[config.mk]
export PLATFORM = sky130hd
export DESIGN_NAME = ahb_default_slave_p
export DESIGN_NICKNAME = d
export VERILOG_FILES = /design/src/rtl/ahb_pkg.sv /design/src/rtl/ahb_err_logger.sv /design/src/rtl/ahb_default_slave_p.sv
export SDC_FILE = /design/constraint.sdc
export NUM_CORES = 1
export LEC_CHECK = 0
export CAP_MARGIN = 20
export CORE_MARGIN = 3
export CORE_UTILIZATION = 20
export CTS_BUF_LIST = sky130_fd_sc_hd__clkbuf_4 sky130_fd_sc_hd__clkbuf_8
export DETAILED_ROUTE_END_ITERATION = 6
export GPL_ROUTABILITY_DRIVEN = 1
export PLACE_DENSITY = 0.95
export SETUP_SLACK_MARGIN = 0.1
export SLEW_MARGIN = 20
export SYNTH_ARGS = -nofsm -noshare
export SYNTH_HDL_FRONTEND = slang
export SYNTH_HIERARCHICAL = 1
export SYNTH_SLANG_ARGS = --single-unit
[constraint.sdc]
create_clock -name HCLK -period 3.4 [get_ports HCLK]
set_input_delay 1.02 -clock HCLK [delete_from_list [all_inputs] [get_ports HCLK]]
set_output_delay 1.02 -clock HCLK [all_outputs]
set_load 0.02 [all_outputs]
[src/rtl/ahb_pkg.sv]
// Shared AHB-Lite definitions for the DES bus fabric: transfer types,
// response encodings and the default-slave state encoding.
package ahb_pkg;

  typedef enum logic [1:0] {
    HTRANS_IDLE   = 2'b00,
    HTRANS_BUSY   = 2'b01,
    HTRANS_NONSEQ = 2'b10,
    HTRANS_SEQ    = 2'b11
  } htrans_t;

  localparam logic HRESP_OKAY  = 1'b0;
  localparam logic HRESP_ERROR = 1'b1;

  typedef enum logic [1:0] {
    DSLV_IDLE = 2'b00,
    DSLV_WAIT = 2'b01,
    DSLV_ERR1 = 2'b10,
    DSLV_ERR2 = 2'b11
  } dslv_state_t;

endpackage

[src/rtl/ahb_err_logger.sv]
// Debug log for the default slave: remembers the address and direction of
// the most recent errored transfer and keeps a saturating count of them.
// Only instantiated when DEFAULT_SLAVE_ERROR_LOG_EN is defined.
module ahb_err_logger #(
  parameter int ADDR_WIDTH = 32,
  parameter int CNT_WIDTH  = 16
) (
  input  logic                  clk,
  input  logic                  rst,
  input  logic                  log_en,
  input  logic                  clear,
  input  logic [ADDR_WIDTH-1:0] addr_in,
  input  logic                  write_in,
  output logic [CNT_WIDTH-1:0]  count,
  output logic [ADDR_WIDTH-1:0] addr,
  output logic                  write
);

  localparam logic [CNT_WIDTH-1:0] CNT_MAX = {CNT_WIDTH{1'b1}};

  // Capture a new fault, or wipe the log; a clear on the same edge as a new
  // fault wipes the old history first so the new fault counts as the first.
  always_ff @(posedge clk or posedge rst) begin
    if (rst) begin
      count <= '0;
      addr  <= '0;
      write <= 1'b0;
    end else if (log_en) begin
      addr  <= addr_in;
      write <= write_in;
      if (clear) begin
        count <= CNT_WIDTH'(1);
      end else if (count != CNT_MAX) begin
        count <= count + CNT_WIDTH'(1);
      end
    end else if (clear) begin
      count <= '0;
      addr  <= '0;
      write <= 1'b0;
    end
  end

endmodule

[src/rtl/ahb_default_slave_p.sv]
// AHB-Lite default slave: answers every NONSEQ/SEQ transfer to an unmapped
// address with optional wait states followed by the two-cycle ERROR
// response, and answers IDLE/BUSY with a zero-wait OKAY.
// Optional fault log enabled by defining DEFAULT_SLAVE_ERROR_LOG_EN.
module ahb_default_slave_p
  import ahb_pkg::*;
#(
  parameter int DATA_WIDTH  = 64,
  parameter int ADDR_WIDTH  = 32,
  parameter int WAIT_STATES = 0,
  parameter int CNT_WIDTH   = 16
) (
  input  logic                  HCLK,
  input  logic                  HRESET,
  input  logic                  HSEL,
  input  logic                  HREADY,
  input  logic [1:0]            HTRANS,
  input  logic                  HWRITE,
  input  logic [ADDR_WIDTH-1:0] HADDR,
  input  logic [2:0]            HSIZE,
  input  logic [2:0]            HBURST,
  input  logic [3:0]            HPROT,
  input  logic                  HMASTLOCK,
  input  logic [DATA_WIDTH-1:0] HWDATA,
  output logic                  HREADYOUT,
  output logic                  HRESP,
  output logic [DATA_WIDTH-1:0] HRDATA
`ifdef DEFAULT_SLAVE_ERROR_LOG_EN
  ,
  input  logic                  err_clear,
  output logic [CNT_WIDTH-1:0]  err_count,
  output logic [ADDR_WIDTH-1:0] err_addr,
  output logic                  err_write
`endif
);

  localparam logic [3:0] WAIT_LOAD = (WAIT_STATES > 0) ? 4'(WAIT_STATES - 1) : 4'd0;

  dslv_state_t state;
  dslv_state_t state_nxt;
  logic [3:0]  wait_cnt;
  logic [3:0]  wait_cnt_nxt;
  htrans_t     trans;
  logic        accept;
  logic        start_err;

  assign trans  = htrans_t'(HTRANS);
  assign accept = HSEL && HREADY && ((trans == HTRANS_NONSEQ) || (trans == HTRANS_SEQ));

  // State and wait-counter registers; reset aborts any response in flight.
  always_ff @(posedge HCLK or posedge HRESET) begin
    if (HRESET) begin
      state    <= DSLV_IDLE;
      wait_cnt <= 4'd0;
    end else begin
      state    <= state_nxt;
      wait_cnt <= wait_cnt_nxt;
    end
  end

  // Next-state logic: a new transfer is only taken where HREADYOUT is high
  // (IDLE or the final ERROR cycle), so a master that keeps issuing transfers
  // during ERR2 gets back-to-back errors with no OKAY cycle between them.
  always_comb begin
    state_nxt    = state;
    wait_cnt_nxt = wait_cnt;
    start_err    = 1'b0;
    case (state)
      DSLV_IDLE, DSLV_ERR2: begin
        if (accept) begin
          start_err = 1'b1;
          if (WAIT_STATES > 0) begin
            state_nxt    = DSLV_WAIT;
            wait_cnt_nxt = WAIT_LOAD;
          end else begin
            state_nxt = DSLV_ERR1;
          end
        end else begin
          state_nxt = DSLV_IDLE;
        end
      end
      DSLV_WAIT: begin
        if (wait_cnt == 4'd0) begin
          state_nxt = DSLV_ERR1;
        end else begin
          wait_cnt_nxt = wait_cnt - 4'd1;
        end
      end
      DSLV_ERR1: begin
        state_nxt = DSLV_ERR2;
      end
      default: begin
        state_nxt = DSLV_IDLE;
      end
    endcase
  end

  assign HREADYOUT = !((state == DSLV_WAIT) || (state == DSLV_ERR1));
  assign HRESP     = ((state == DSLV_ERR1) || (state == DSLV_ERR2)) ? HRESP_ERROR : HRESP_OKAY;
  assign HRDATA    = '0;

`ifdef DEFAULT_SLAVE_ERROR_LOG_EN
  logic unused_inputs;
  assign unused_inputs = ^{HSIZE, HBURST, HPROT, HMASTLOCK, HWDATA};

  ahb_err_logger #(
    .ADDR_WIDTH (ADDR_WIDTH),
    .CNT_WIDTH  (CNT_WIDTH)
  ) u_logger (
    .clk      (HCLK),
    .rst      (HRESET),
    .log_en   (start_err),
    .clear    (err_clear),
    .addr_in  (HADDR),
    .write_in (HWRITE),
    .count    (err_count),
    .addr     (err_addr),
    .write    (err_write)
  );
`else
  logic unused_inputs;
  assign unused_inputs = ^{HSIZE, HBURST, HPROT, HMASTLOCK, HWDATA, HADDR, HWRITE, start_err};
`endif

endmodule

==> flow_metrics.env, run 1 <==
export IMPL_htreeDepth=1
export IMPL_drtIter0Drc=4
export IMPL_synth_top_area_share_pct=58.3
export IMPL_clk_insertion_delay_late_ns=0.22
export IMPL_cp_arrival_ns=1.70
export IMPL_crit_buf_inv=2
export IMPL_combPwrFrac_pct=51.4
export IMPL_rsz0062_at_grt="false"
export IMPL_slowest_delay_ns=0.56
export IMPL_io_pins=180
export IMPL_tns_ns=0
export IMPL_std_cell_rows=22
export IMPL_ys_top_cells_by_area="buf_4 (58%), dfrtp_1 (18%), ha_1 (6.1%)"
export IMPL_firstDrtPassIters=2
export IMPL_yosysUniqueCellTypes=16
export IMPL_synth_cells=96
export IMPL_synth_edf_count=0
export IMPL_drc=0
export IMPL_syn_area_um2=825
export IMPL_final_max_slew_viol_count=0
export IMPL_die_h_um=70.2
export IMPL_fmax_ghz=0.367
export IMPL_power_density_mw_per_mm2=554
export IMPL_portBuffers=6
export IMPL_grt_overflow=0
export IMPL_dp_hpwl_um=906
export IMPL_critPathLaunchType="flop"
export IMPL_synthArstFlopShare_pct=100
export IMPL_grt_pass1_vias=277
export IMPL_worstSetupEndpointType="primary output"
export IMPL_antenna_found_initial=0
export IMPL_hold_viol=0
export IMPL_switchingPower_mw=0.174
export IMPL_wl_per_cell_um=6.45
export IMPL_insertedDiodeCount=0
export IMPL_dieArea_mm2=0.00493
export IMPL_grtUsageTotal_pct=3.35
export IMPL_period_minus_slack_ns=2.72
export IMPL_grt_pass1_wl_um=1190
export IMPL_area_growth_pct=-10.0
export IMPL_syn_area_per_cell_um2=8.59
export IMPL_grt_max_degree=7
export IMPL_start_util_pct=21.6
export IMPL_ys_flop_type="dfrtp_1"
export IMPL_drt_vias_per_instance=2.65
export IMPL_clock_skew_ns=0.00277
export IMPL_synth_seq_area_share_pct=18.2
export IMPL_ys_warnings_count=6
export IMPL_period_share_pct=80.1
export IMPL_cts_buffers=3
export IMPL_ctsResizeCount=0
export IMPL_outcome="finished, final reports clean"
export IMPL_hold_buffers=0
export IMPL_p_int_mw=0.237
export IMPL_num_fill_cells=425
export IMPL_critPathTopFamily="buffers and inverters"
export IMPL_crit_required_ns=2.38
export IMPL_clock_root_buffer="clkbuf_8"
export IMPL_final_antenna_net_count=0
export IMPL_die_w_um=70.2
export IMPL_wirelength_um=981
export IMPL_drive_gt1_share_pct=6.73
export IMPL_ys_ff_latch=6
export IMPL_cts_tree="yes"
export IMPL_clockPowerShare_pct=25.3
export IMPL_yosys_top_cells_count="buf_4 (64), dfrtp_1 (6), inv_1 (6)"
export IMPL_hp_class="reg2reg"
export IMPL_synth_top_cell_by_area="buf_4"
export IMPL_critical_path_cell_chain="inv_1, ha_1, or2_2, clkdlybuf4s50_1"
export IMPL_maxCapViolCount=0
export IMPL_clock_path_buffers=2
export IMPL_swShare_pct=42.4
export IMPL_criticalPathCategory="reg2out"
export IMPL_place_congestion=0.620
export IMPL_setup_viol=0
export IMPL_worstPathMaxFanout=4
export IMPL_clk_pin_slew_ns=0.03
export IMPL_layout_nets=224
export IMPL_seq_power_share_pct=23.3
export IMPL_yosysMostFrequentCell="buf_4"
export IMPL_power_mw=0.411
export IMPL_leakage_nw=0.439
export IMPL_slowest_stage="clkdlybuf4s50_1"
export IMPL_cts_setup_buffers=0
export IMPL_max_vdd_ir_drop_mv=0.202
export IMPL_core_area_mm2=0.00383
export IMPL_fin_util_pct=19.4
export IMPL_via_count=403
export IMPL_cts_sinks=6
-- worst reg2reg max path: stages, from the launching register on --
cell and delay (ns):
dfrtp_1 0.39, inv_1 0.07, ha_1 0.22, inv_1 0.09, o31ai_4 0.29, mux2_2 0.37
-- metrics by stage --
step	hold WS, ns	setup slack [ns]	std cells	instance area [um^2]
3_3_place_gp	0.486	0.925	149	701
5_1_grt	0.536	0.576	152	742
6_report	0.501	0.678	152	742
4_1_cts	0.506	0.654	152	742
3_5_place_dp	0.498	0.887	149	701
2_1_floorplan	0.460	1.44	159	1060
-- flip-flops by register name, summed over array words and instances (netlist names) --
| name | flops |
|---|---|
| state | 2 |
| wait_cnt | 4 |
-- cells in the final DEF, fill, tap and decap left out, types with 2 or more instances in the layout --
cell type        count
nand3_1              2
clkdlybuf4s50_1      6
ha_1                 4
inv_1                6
dfrtp_1              6
clkbuf_8             3
nand2_1              3
conb_1              64
mux2_2               2
-- path summary, 6_finish.rpt --
path / start / to / slack, ns / depth (start not counted)
max in group asynchronous: HRESET / state[0]$_DFFE_PP0P_ / 2.20 / 2
min in group asynchronous: HRESET / wait_cnt[1]$_DFFE_PP0P_ / 1.02 / 2
min: wait_cnt[0]$_DFFE_PP0P_ / wait_cnt[0]$_DFFE_PP0P_ / 0.50 / 1
max reg2reg: wait_cnt[0]$_DFFE_PP0P_ / state[1]$_DFFE_PP0P_ / 1.84 / 5
min reg2reg: wait_cnt[0]$_DFFE_PP0P_ / wait_cnt[0]$_DFFE_PP0P_ / 0.50 / 1
max: state[0]$_DFFE_PP0P_ / HRESP / 0.68 / 4
-- logic make-up after synthesis --
| logic type | Yosys count | share of synthesized area, % |
|---|---|---|
| adder cells (fa/ha/maj) | 4 | 6.07 |
| XOR/XNOR | 1 | 1.06 |
| AO/OA/AOI/OAI | 3 | 4.10 |
| multiplexers | 3 | 3.95 |
| buffers and inverters | 70 | 61.0 |
| other | 1 | 0.455 |
| AND/OR/NAND/NOR | 8 | 5.16 |
| flip-flops | 6 | 18.2 |
-- power groups by stage --
stage / clock network, mW / logic [mW] / registers [mW]
floorplan: 0 / 0.211 / 0.0945
global placement: 0 / 0.206 / 0.0958
detailed placement: 0 / 0.213 / 0.0973
CTS: 0.107 / 0.214 / 0.0963
global route: 0.115 / 0.229 / 0.0984
finish: 0.104 / 0.211 / 0.0956
-- layout make-up --
cell class	count	area (um^2)	share of cell area (%)
Multi-Input combinational cell	83	408	55.0
Tap cell	48	60.1	8.09
Sequential cell	6	150	20.2
Timing Repair Buffer	6	60.1	8.09
Clock buffer	3	41.3	5.56
Inverter	6	22.5	3.04
-- layer usage --
layer / part of all wire, % / track usage (%) / vias up
li1: - / - / 186
met1: 28 / 2.66 / 176
met2: 54 / 5.46 / 37
met3: 14 / 1.29 / 4
met4: 3.2 / 4.47 / 0
met5: 0 / 0 / -
(Power assumes the default switching activity.)
==> inputs of run 2 (changes only) <==
CORE_UTILIZATION = 17   (was 20)
PLACE_DENSITY = 0.92   (was 0.95)
clock period = 2.24 ns   (was 3.4 ns; I/O delays follow)
==> run 2 against run 1 <==
Effect of this change: worst hold slack lost 0.0071 ns; first-iteration DRC count is 100% lower; sequential power rose by 53%; clock power up 53%; critical path depth unchanged; count of clock-buffer cells in the layout unchanged.
==> flow_metrics.env, run 2 (synthesis results as in run 1) <==
export IMPL_setup_viol=0
export IMPL_reg_top3="wait_cnt x4, state x2"
export IMPL_max_vdd_ir_drop_mv=0.257
export IMPL_combPwrFrac_pct=49.1
export IMPL_core_area_mm2=0.00450
export IMPL_dieArea_mm2=0.00572
export IMPL_min_path_cells=1
export IMPL_slowest_delay_ns=0.38
export IMPL_clockPowerShare_pct=26.5
export IMPL_hold_buffers=0
export IMPL_crit_required_ns=1.57
export IMPL_drive_gt1_share_pct=7.69
export IMPL_firstDrtPassIters=1
export IMPL_die_h_um=75.6
export IMPL_drt_vias_per_instance=2.49
export IMPL_final_antenna_net_count=0
export IMPL_area_growth_pct=-10.2
export IMPL_grt_pass1_wl_um=1210
export IMPL_worstSetupEndpointType="primary output"
export IMPL_grt_overflow=0
export IMPL_min_from="wait_cnt[0]$_DFFE_PP0P_"
export IMPL_htreeDepth=1
export IMPL_clock_path_buffers=2
export IMPL_final_common_cell="conb_1"
export IMPL_worstRegToRegCells=5
export IMPL_layout_nets=224
export IMPL_whs_ns=0.493
export IMPL_grt_pass1_vias=280
export IMPL_io_pins=180
export IMPL_wirelength_um=959
export IMPL_start_util_pct=18.3
export IMPL_r2r_start="wait_cnt[0]$_DFFE_PP0P_"
export IMPL_critical_path_cell_chain="inv_1, ha_1, or2_2, clkbuf_2"
export IMPL_power_density_mw_per_mm2=810
export IMPL_clk_insertion_delay_late_ns=0.22
export IMPL_worstPathMaxFanout=4
export IMPL_die_w_um=75.6
export IMPL_switchingPower_mw=0.269
export IMPL_wl_per_cell_um=6.15
export IMPL_hold_viol=0
export IMPL_clk_pin_slew_ns=0.04
export IMPL_num_fill_cells=517
export IMPL_r2r_end="state[1]$_DFFE_PP0P_"
export IMPL_cts_tree="yes"
export IMPL_cp_arrival_ns=1.31
export IMPL_std_cell_rows=24
export IMPL_rsz0062_at_grt="false"
export IMPL_drc=0
export IMPL_grt_max_degree=7
export IMPL_largest_register="wait_cnt"
export IMPL_leakage_nw=0.441
export IMPL_reg2reg_slack_ns=0.70
export IMPL_insertedDiodeCount=0
export IMPL_fmax_ghz=0.504
export IMPL_cts_sinks=6
export IMPL_regArea_um2=150
export IMPL_seq_power_share_pct=24.4
export IMPL_clock_skew_ns=0.000842
export IMPL_crit_buf_inv=2
export IMPL_period_minus_slack_ns=1.99
export IMPL_grtUsageTotal_pct=2.82
export IMPL_final_max_slew_viol_count=0
export IMPL_portBuffers=6
export IMPL_antenna_found_initial=0
export IMPL_tns_ns=0
export IMPL_final_cell_mix="conb_1 (64), inv_1 (6), dfrtp_1 (6)"
export IMPL_dp_hpwl_um=924
export IMPL_holdPathEnd="wait_cnt[0]$_DFFE_PP0P_"
export IMPL_drtIter0Drc=0
export IMPL_slowest_stage="dfrtp_1"
export IMPL_criticalPathCategory="reg2out"
export IMPL_hp_class="reg2reg"
export IMPL_outcome="finished, final reports clean"
export IMPL_fin_util_pct=16.4
export IMPL_clock_root_buffer="clkbuf_8"
export IMPL_period_share_pct=88.7
export IMPL_critPathLaunchType="flop"
export IMPL_maxCapViolCount=0
export IMPL_multiInputGateArea_um2=408
export IMPL_critPathTopFamily="flip-flops"
export IMPL_cts_setup_buffers=0
export IMPL_p_int_mw=0.331
export IMPL_cts_buffers=3
export IMPL_largest_reg_flops=4
export IMPL_swShare_pct=44.8
export IMPL_place_congestion=0.622
export IMPL_via_count=388
## run 2: how the worst max path moves through the flow
stage	cells after the start	startpoint	to
finish	4	state[0]$_DFFE_PP0P_	HRESP
global route	4	state[0]$_DFFE_PP0P_	HRESP
CTS	4	state[0]$_DFFE_PP0P_	HRESP
detailed placement	4	state[0]$_DFFE_PP0P_	HRESP
global placement	4	state[0]$_DFFE_PP0P_	HRESP
floorplan	3	state[0]$_DFFE_PP0P_	HRESP
## run 2: power by group through the flow
stage                     sequential (mW)  clock [mW]  combinational [mW]
after floorplan                     0.143           0               0.321
after global placement              0.145           0               0.313
after detailed placement            0.149           0               0.325
after CTS                           0.147       0.163               0.301
after global routing                0.151       0.167               0.330
final                               0.146       0.159               0.294
## run 2: metal layers
metal / GRT usage, % / share of wire [%] / up-vias / wire length [um]
li1: - / - / 185 / -
met5: 0 / 0 / - / 0
met2: 4.99 / 57 / 34 / 542
met4: 1.75 / 1.8 / 0 / 17
met1: 2.69 / 29 / 167 / 279
met3: 1.19 / 13 / 2 / 120
## run 2: what timing repair did
action                     4_1_cts  5_1_grt
gates resized for setup          2        2
setup endpoints to repair        2        1
pin swaps                        0        0
## run 2: final cells by class
| class | instances | share of cell area (%) |
|---|---|---|
| clock buffers | 3 | 5.57 |
| repair buffers | 6 | 7.26 |
| multi-input cells | 83 | 55.1 |
| inverters | 6 | 3.04 |
| flip-flops and latches | 6 | 20.3 |
| well taps | 52 | 8.78 |
## run 2: metrics by stage
stage,power (mW),std cells,worst slack [ns],area [um^2]
after floorplan,0.464,159,0.629,1060
after CTS,0.612,156,0.0780,744
final,0.600,156,0.254,741
after global routing,0.649,156,0.186,741
after detailed placement,0.474,153,0.0842,706
after global placement,0.459,153,0.111,706
==> inputs of run 3 (changes only) <==
CAP_MARGIN = not set   (was 20)
PLACE_DENSITY = 0.79   (was 0.92)
==> run 3 against run 2 <==
Effect of this change: fmax decreased by 0.27%; wire length increased by 13%; die area did not move; setup slack worse by 0.0054 ns; final cell count unchanged; worst hold slack improved by 0.014 ns; via count rose by 4.4%; clock skew up 0.00056 ns; register-to-register slack worse by 0.03 ns; critical path depth unchanged; sequential power hardly changed; non-clock buffer count is the same.
==> flow_metrics.env, run 3 (synthesis results as in run 1) <==
export IMPL_worstSetupEndpointType="primary output"
export IMPL_wirelength_um=1080
export IMPL_wl_per_cell_um=6.94
export IMPL_crit_start="state[0]$_DFFE_PP0P_"
export IMPL_whs_ns=0.508
export IMPL_leakage_nw=0.441
export IMPL_firstDrtPassIters=3
export IMPL_dpl_cell_area_um2=706
export IMPL_largest_register="wait_cnt"
export IMPL_reg_top3="wait_cnt x4, state x2"
export IMPL_cts_setup_buffers=0
export IMPL_min_path_cells=1
export IMPL_clk_insertion_delay_late_ns=0.22
export IMPL_setup_viol=0
export IMPL_place_congestion=0.660
export IMPL_drc=0
export IMPL_htreeDepth=1
export IMPL_clock_skew_ns=0.00140
export IMPL_grt_max_degree=7
export IMPL_io_pins=180
export IMPL_drtIter0Drc=4
export IMPL_clock_path_buffers=2
export IMPL_drive_gt1_share_pct=7.69
export IMPL_layout_nets=224
export IMPL_criticalPathCategory="reg2out"
export IMPL_final_common_cell="conb_1"
export IMPL_cts_buffers=3
export IMPL_crit_required_ns=1.57
export IMPL_tns_ns=0
export IMPL_std_cell_rows=24
export IMPL_period_share_pct=88.9
export IMPL_critPathLaunchType="flop"
export IMPL_stdcell_area_um2=741
export IMPL_cts_tree="yes"
export IMPL_die_w_um=75.6
export IMPL_die_h_um=75.6
export IMPL_clock_root_buffer="clkbuf_8"
export IMPL_worstPathMaxFanout=4
export IMPL_area_growth_pct=-10.2
export IMPL_clk_pin_slew_ns=0.03
export IMPL_hold_viol=0
export IMPL_portBuffers=6
export IMPL_hold_buffers=0
export IMPL_power_density_mw_per_mm2=808
export IMPL_maxCapViolCount=0
export IMPL_outcome="finished, final reports clean"
export IMPL_dieArea_mm2=0.00572
export IMPL_cp_arrival_ns=1.32
export IMPL_max_vdd_ir_drop_mv=0.365
export IMPL_grt_pass1_wl_um=1260
export IMPL_start_util_pct=18.3
export IMPL_final_max_slew_viol_count=0
export IMPL_power_mw=0.599
export IMPL_reg2reg_slack_ns=0.67
export IMPL_fmax_ghz=0.502
export IMPL_dp_hpwl_um=1000
export IMPL_period_minus_slack_ns=1.99
export IMPL_min_from="wait_cnt[0]$_DFFE_PP0P_"
export IMPL_insertedDiodeCount=0
export IMPL_rsz0062_at_grt="false"
export IMPL_largest_reg_flops=4
export IMPL_final_cell_mix="conb_1 (64), inv_1 (6), dfrtp_1 (6)"
export IMPL_drt_vias_per_instance=2.60
export IMPL_grtUsageTotal_pct=3.28
export IMPL_fin_cells=156
export IMPL_fin_util_pct=16.4
export IMPL_r2r_start="wait_cnt[0]$_DFFE_PP0P_"
export IMPL_grt_overflow=0
export IMPL_fin_ws_ns=0.248
export IMPL_hp_class="reg2reg"
export IMPL_antenna_found_initial=0
export IMPL_core_area_mm2=0.00450
export IMPL_cts_sinks=6
export IMPL_worstRegToRegCells=5
export IMPL_grt_pass1_vias=290
export IMPL_final_antenna_net_count=0
export IMPL_dp_slack_ns=0.0673
export IMPL_ctsResizeCount=2
export IMPL_dp_cells=153
export IMPL_via_count=405
## run 3: cell counts in the layout (fill, tap and decap cells not counted)
Identical to the previous run, type by type.
## run 3: path summary, 6_finish.rpt
path                                      endpoint
max                                          HRESP
min                        wait_cnt[0]$_DFFE_PP0P_
max reg2reg                   state[1]$_DFFE_PP0P_
min reg2reg                wait_cnt[0]$_DFFE_PP0P_
max in group asynchronous  wait_cnt[2]$_DFFE_PP0P_
min in group asynchronous  wait_cnt[0]$_DFFE_PP0P_
## run 3: critical path, stage by stage (launching register included)
cell,delay [ns]
dfrtp_1,0.38
inv_1,0.06
ha_1,0.20
or2_2,0.29
clkbuf_2,0.16
## run 3: layout make-up
class | instances | area, um^2
Fill cell | 507 | 3760
Multi-Input combinational cell | 83 | 408
Sequential cell | 6 | 150
Tap cell | 52 | 65.1
Timing Repair Buffer | 6 | 53.8
Clock buffer | 3 | 41.3
Inverter | 6 | 22.5
## run 3: power by group
group	internal (mW)	switching, mW
Sequential	0.128	0.0195
Clock	0.115	0.0433
Combinational	0.0881	0.205
Total	0.331	0.268
## run 3: layer usage
metal / vias up / routed length, um / GRT usage, %
li1: 186 / - / -
met1: 181 / 305 / 2.37
met2: 34 / 618 / 5.85
met3: 4 / 120 / 0.792
met4: 0 / 38 / 4.66
met5: - / 0 / 0
